$ cat config.mk
export PLATFORM = sky130hd
export DESIGN_NAME = uart_modem_ctrl
export DESIGN_NICKNAME = d
export VERILOG_FILES = /design/src/rtl/uart_modem_ctrl.sv
export SDC_FILE = /design/constraint.sdc
export NUM_CORES = 1
export LEC_CHECK = 0
export ABC_AREA = 1
export BUFFER_PORTS_ARGS = -buffer_cell sky130_fd_sc_hd__buf_2
export CAP_MARGIN = 20
export CELL_PAD_IN_SITES_DETAIL_PLACEMENT = 0
export CELL_PAD_IN_SITES_GLOBAL_PLACEMENT = 1
export CORE_MARGIN = 4
export CORE_UTILIZATION = 25
export CTS_CLUSTER_SIZE = 14
export DETAILED_ROUTE_END_ITERATION = 6
export PLACE_DENSITY_LB_ADDON = 0.1
export SLEW_MARGIN = 20
export SYNTH_ARGS = -nofsm -noshare
export SYNTH_HDL_FRONTEND = slang
export SYNTH_SLANG_ARGS = --single-unit
export TNS_END_PERCENT = 30
$ cat constraint.sdc
create_clock -name wb_clk_i -period 2.55 [get_ports wb_clk_i]
set_clock_uncertainty 0.2 [all_clocks]
set_input_delay 0.51 -clock wb_clk_i [delete_from_list [all_inputs] [get_ports wb_clk_i]]
set_output_delay 0.51 -clock wb_clk_i [all_outputs]
set_load 0.01 [all_outputs]
$ cat src/rtl/uart_modem_ctrl.sv
// uart_modem_ctrl
// Modem-line controller for the UART. It owns the Modem Control Register
// (MCR) and Modem Status Register (MSR), drives the RTS/DTR pads,
// synchronises the CTS/DSR/RI/DCD pads, and latches delta and trailing-edge
// events into sticky MSR bits. It raises the modem-status interrupt and,
// optionally, runs RTS/CTS automatic flow control that gates the transmitter.
//
// Optional feature macro: UART_MODEM_AUTOFLOW_EN
//   defined   - MCR[5] (AFE), the RTS hysteresis FSM and CTS gating of
//               the transmitter are implemented
//   undefined - MCR[5] reads 0, rts_pad_o follows MCR.RTS, and tx_en_o is 1
//               from the first cycle after reset
//
// Ports
//   wb_clk_i, wb_rst_i     clock, synchronous active-high reset
//   cts/dsr/ri/dcd_pad_i   asynchronous modem inputs
//   rts_pad_o, dtr_pad_o   modem outputs
//   mcr_wr, mcr_wdata      MCR write strobe and data
//                          [0]DTR [1]RTS [2]OUT1 [3]OUT2 [4]LOOP [5]AFE
//   mcr_o                  current MCR
//   msr_rd                 MSR read strobe; clears the delta bits
//   msr_o                  [7]DCD [6]RI [5]DSR [4]CTS [3]DDCD [2]TERI [1]DDSR [0]DCTS
//   rx_fifo_level          RX FIFO occupancy (auto-RTS hysteresis)
//   tx_idle_i              serialiser idle
//   tx_char_done_i         one-cycle pulse at the end of the stop bit
//   tx_en_o                transmitter may start a character
//   modem_int_o            OR of the MSR delta bits
module uart_modem_ctrl #(
  parameter int SYNC_STAGES   = 2,
  parameter int LEVEL_W       = 5,
  parameter int RTS_HI_THRESH = 14,
  parameter int RTS_LO_THRESH = 8
) (
  input  logic               wb_clk_i,
  input  logic               wb_rst_i,
  input  logic               cts_pad_i,
  input  logic               dsr_pad_i,
  input  logic               ri_pad_i,
  input  logic               dcd_pad_i,
  output logic               rts_pad_o,
  output logic               dtr_pad_o,
  input  logic               mcr_wr,
  input  logic [5:0]         mcr_wdata,
  output logic [5:0]         mcr_o,
  input  logic               msr_rd,
  output logic [7:0]         msr_o,
  input  logic [LEVEL_W-1:0] rx_fifo_level,
  input  logic               tx_idle_i,
  input  logic               tx_char_done_i,
  output logic               tx_en_o,
  output logic               modem_int_o
);

  // Parameter sanity checks, resolved at elaboration.
  if (SYNC_STAGES < 2) begin : g_bad_sync
    $error("uart_modem_ctrl: SYNC_STAGES must be at least 2");
  end
  if (!((RTS_LO_THRESH < RTS_HI_THRESH) &&
        (RTS_HI_THRESH <= (2 ** LEVEL_W) - 1))) begin : g_bad_thresh
    $error("uart_modem_ctrl: need RTS_LO_THRESH < RTS_HI_THRESH <= 2**LEVEL_W-1");
  end

  logic [5:0] mcr_q;
  logic [3:0] sync_q [SYNC_STAGES];
  logic [3:0] status;
  logic [3:0] status_prev;
  logic [3:0] delta_q;
  logic [3:0] delta_set;
  logic       loop;
  logic       afe_active;
  logic       cts_status;

  // Modem control register. Without auto-flow the AFE bit is tied to 0.
  always_ff @(posedge wb_clk_i) begin
    if (wb_rst_i) begin
      mcr_q <= '0;
    end else if (mcr_wr) begin
`ifdef UART_MODEM_AUTOFLOW_EN
      mcr_q <= mcr_wdata;
`else
      mcr_q <= {1'b0, mcr_wdata[4:0]};
`endif
    end
  end

  assign mcr_o = mcr_q;
  assign loop  = mcr_q[4];

  // Pad synchronisers; bit order matches msr_o[7:4] (DCD, RI, DSR, CTS).
  always_ff @(posedge wb_clk_i) begin
    if (wb_rst_i) begin
      for (int i = 0; i < SYNC_STAGES; i++) begin
        sync_q[i] <= '0;
      end
    end else begin
      sync_q[0] <= {dcd_pad_i, ri_pad_i, dsr_pad_i, cts_pad_i};
      for (int i = 1; i < SYNC_STAGES; i++) begin
        sync_q[i] <= sync_q[i-1];
      end
    end
  end

  // In loopback the status reflects MCR: DCD<-OUT2, RI<-OUT1, DSR<-DTR, CTS<-RTS.
  assign status     = loop ? {mcr_q[3], mcr_q[2], mcr_q[0], mcr_q[1]}
                           : sync_q[SYNC_STAGES-1];
  assign cts_status = status[0];

  // Deltas compare the status with its value one cycle earlier, so a
  // status change shows up as a delta one cycle after the status itself.
  // TERI only fires on the trailing (1->0) edge of RI.
  assign delta_set = {status_prev[3] ^ status[3],
                      status_prev[2] & ~status[2],
                      status_prev[1] ^ status[1],
                      status_prev[0] ^ status[0]};

  // A read clears the deltas at the following edge; a new event in the
  // same cycle still gets latched because it is ORed in after the clear.
  always_ff @(posedge wb_clk_i) begin
    if (wb_rst_i) begin
      status_prev <= '0;
      delta_q     <= '0;
    end else begin
      status_prev <= status;
      delta_q     <= (msr_rd ? 4'b0000 : delta_q) | delta_set;
    end
  end

  assign msr_o       = {status, delta_q};
  assign modem_int_o = |delta_q;
  assign dtr_pad_o   = ~loop & mcr_q[0];

`ifdef UART_MODEM_AUTOFLOW_EN

  typedef enum logic {RTS_ON, RTS_OFF} rts_state_t;
  typedef enum logic {TX_HOLD, TX_RUN} tx_state_t;

  rts_state_t rts_state, rts_next;
  tx_state_t  tx_state,  tx_next;

  assign afe_active = mcr_q[5] & mcr_q[1];

  always_ff @(posedge wb_clk_i) begin
    if (wb_rst_i) begin
      rts_state <= RTS_ON;
      tx_state  <= TX_HOLD;
    end else begin
      rts_state <= rts_next;
      tx_state  <= tx_next;
    end
  end

  // RTS hysteresis: drop RTS when the RX FIFO fills to the high mark,
  // raise it again only once it drains to the low mark.
  always_comb begin
    rts_next = rts_state;
    case (rts_state)
      RTS_ON: begin
        if (afe_active && (rx_fifo_level >= LEVEL_W'(RTS_HI_THRESH))) begin
          rts_next = RTS_OFF;
        end
      end
      RTS_OFF: begin
        if (!afe_active || (rx_fifo_level <= LEVEL_W'(RTS_LO_THRESH))) begin
          rts_next = RTS_ON;
        end
      end
      default: rts_next = RTS_ON;
    endcase
  end

  // CTS gating: only stop the transmitter at a character boundary so a
  // character already on the line always completes.
  always_comb begin
    tx_next = tx_state;
    case (tx_state)
      TX_HOLD: begin
        if (!afe_active || cts_status) begin
          tx_next = TX_RUN;
        end
      end
      TX_RUN: begin
        if (afe_active && !cts_status && (tx_idle_i || tx_char_done_i)) begin
          tx_next = TX_HOLD;
        end
      end
      default: tx_next = TX_HOLD;
    endcase
  end

  assign rts_pad_o = ~loop & mcr_q[1] & (~afe_active | (rts_state == RTS_ON));
  assign tx_en_o   = (tx_state == TX_RUN);

`else

  logic tx_en_q;
  logic unused_inputs;

  assign afe_active = 1'b0;

  // Without flow control the transmitter is always allowed once out of reset.
  always_ff @(posedge wb_clk_i) begin
    if (wb_rst_i) begin
      tx_en_q <= 1'b0;
    end else begin
      tx_en_q <= 1'b1;
    end
  end

  assign rts_pad_o     = ~loop & mcr_q[1] & ~afe_active;
  assign tx_en_o       = tx_en_q;
  assign unused_inputs = ^{rx_fifo_level, tx_idle_i, tx_char_done_i,
                           mcr_wdata[5], cts_status};

`endif

endmodule

==> out/results.txt <==
Synth Net Count - 138
Clock Sink Count - 22
Reg power frac - 51.6%
Pwr Density - 644 nW/µm²
Rows - 21
Data required, critical path - 1.84 ns
Endpoints failing setup - 0
Yosys warnings - 0
Setup crit end kind - output pin
GRT Overall Usage - 9.30%
GPL Wtd Cong - 0.699
Share of cells above drive strength 1 - 36.1%
Leakage - 0.610 nW
CTS tree - yes
CTS Buf Count - 3
GRT overflow - 0
DRT Pass-1 Iters - 4
Worst R2R Path Depth - 5
Most frequent CP cell - nand2_1
# hold bufs at CTS - 0
Nets@finish - 169
Area of the die - 4690 µm²
Slowest stage delay, CP - 0.65 ns
Status - completed
Commonest non-fill, non-tap cells in the layout - 29 x buf_2, 25 x inv_1, 22 x dfxtp_1, 19 x nand2_1, 17 x nor2_1
CP delay by family, top - flip-flops
ANT nets after route - 0
Actual slew at the worst max-slew pin - 0.520 ns
Crit-path slowest cell - dfxtp_1
Max-cap violations - 0
Final Power - 740 µW
Fin. Hold Viols - 0
DRT iter0 DRCs - 36
Initial antenna violation count - 0
Internal power - 549 µW
CP max FO - 11
Clock group share of total power - 33.2%
First-pass GRT wire length - 3.14 mm
Via density - 3.94
Via count - 761
Hold Crit Depth - 2
Crit Path Category - flop to output pin
Largest net degree at the start of global routing - 15
Startpoint types - flop
RSZ-0062 raised after global routing - no
Worst-path cell chain - nand2_1 > nand2_1 > inv_1 > buf_2
Number of cells on the critical path - 4
Sw Share - 25.9%
Die Ht - 68.5 µm
Max Slew Vio Count - 0
Dpl hpwl - 1.45 mm
Combinational share of power - 15.1%
Residual DRC - 0
Routed WL per cell - 9.93 µm
Commonest non-fill, non-tap cell in the layout - buf_2
Number of distinct library cells after synthesis - 15
Final TNS setup - 0 ns
Fin crit share - 82.1%
Final worst path period need - 2.09 ns
Worst skew pair latency - 0.26 ns
Routed wire length - 1.92 mm
Switching pwr - 191 µW
Max_slew headroom - 65.3%
Worst path bufs/invs - 2
FMAX - 478 MHz
Syn_area_per_cell - 7.82 µm²
Vias in the first global route - 668
Initial core utilization - 26.6%
Syn Std Cell Area - 915 µm²
Core ar. - 3440 µm²
Mapped Cells - 117
PortBufs - 29
Hold WC Path Type - flop to flop
Worst path arrival time - 1.38 ns
Root buf cell - clkbuf_8
Seq/Total Area, Yosys - 48.2%
# H-tree levels - 1
Yosys reg bits - 22
CTS resizes - 0
Area growth, synth to finish - 25.6%
Die X - 68.5 µm
# diodes - 0
Maximum vdd drop - 0.346 mV
Clock tree buffer depth - 2
Postcts setup bufs - 0
I/O pin count - 39
CTS clock-pin slew for the worst setup and hold paths - 0.08 ns
## power groups by stage
stage	combinational (mW)	sequential, mW	clock [mW]
detailed placement	0.115	0.391	0
global placement	0.114	0.390	0
floorplan	0.0723	0.390	0
CTS	0.115	0.382	0.254
finish	0.112	0.382	0.246
global route	0.129	0.386	0.273
## flip-flops by register name, indices dropped and copies added (netlist names)
register     cells
delta_q          4
mcr_o            5
status_prev      4
sync_q           8
tx_en_o          1
## per-stage QoR
| step | utilization, % | area, µm² | cells | setup WS (ns) | hold slack, ns |
|---|---|---|---|---|---|
| CTS | 33.4 | 1150 | 193 | 0.439 | 0.205 |
| detailed placement | 31.8 | 1090 | 189 | 0.737 | 0.194 |
| finish | 33.4 | 1150 | 193 | 0.457 | 0.204 |
| floorplan | - | 915 | 117 | 1.06 | 0.188 |
| global route | 33.4 | 1150 | 193 | 0.304 | 0.237 |
| global placement | 31.8 | 1090 | 189 | 0.735 | 0.191 |
## tightest hold or removal path, stage by stage, from the launching register on
cell	delay [ns]
dfxtp_1	0.30
inv_1	0.04
nor2_1	0.03
## area by class of cell
type / count / area, µm²
multi-input cells: 65 / 342
fillers: 385 / 2290
inverters: 27 / 109
clock buffers: 4 / 55.1
flip-flops and latches: 22 / 440
well taps: 46 / 57.6
repair buffers: 29 / 145
## cells in the mapped netlist (all sizes together)
master	n	share of area [%]
inv	27	12
nand2	26	13
dfxtp	22	48
nor2	17	7.0
nand3	10	11
a21oi	6	3.7
o21ai	5	2.7
buf	3	2.6
conb	1	0.41
## worst paths after layout
| kind | startpoint | to | slack (ns) |
|---|---|---|---|
| max | mcr_o[4] | msr_o[4] | 0.46 |
| min reg2reg | sync_q[0][2] | sync_q[0][6] | 0.20 |
| min | sync_q[0][2] | sync_q[0][6] | 0.20 |
| max reg2reg | mcr_o[4] | delta_q[0] | 1.19 |
## metal layers
metal	part of all wire, %	track usage (%)	vias to the layer above
met3	8.2	3.61	2
met4	0.89	2.98	0
met1	47	12.1	332
met2	44	13.9	22
li1	-	-	405
met5	0	0	-
## cells by family after synthesis
logic type | after synthesis | synth area share (%)
other | 1 | 0.410
AND/OR/NAND/NOR | 53 | 30.5
AO/OA/AOI/OAI | 11 | 6.43
flip-flops | 22 | 48.2
buffers and inverters | 30 | 14.5
Note: power is estimated with default switching activity, not from simulation.
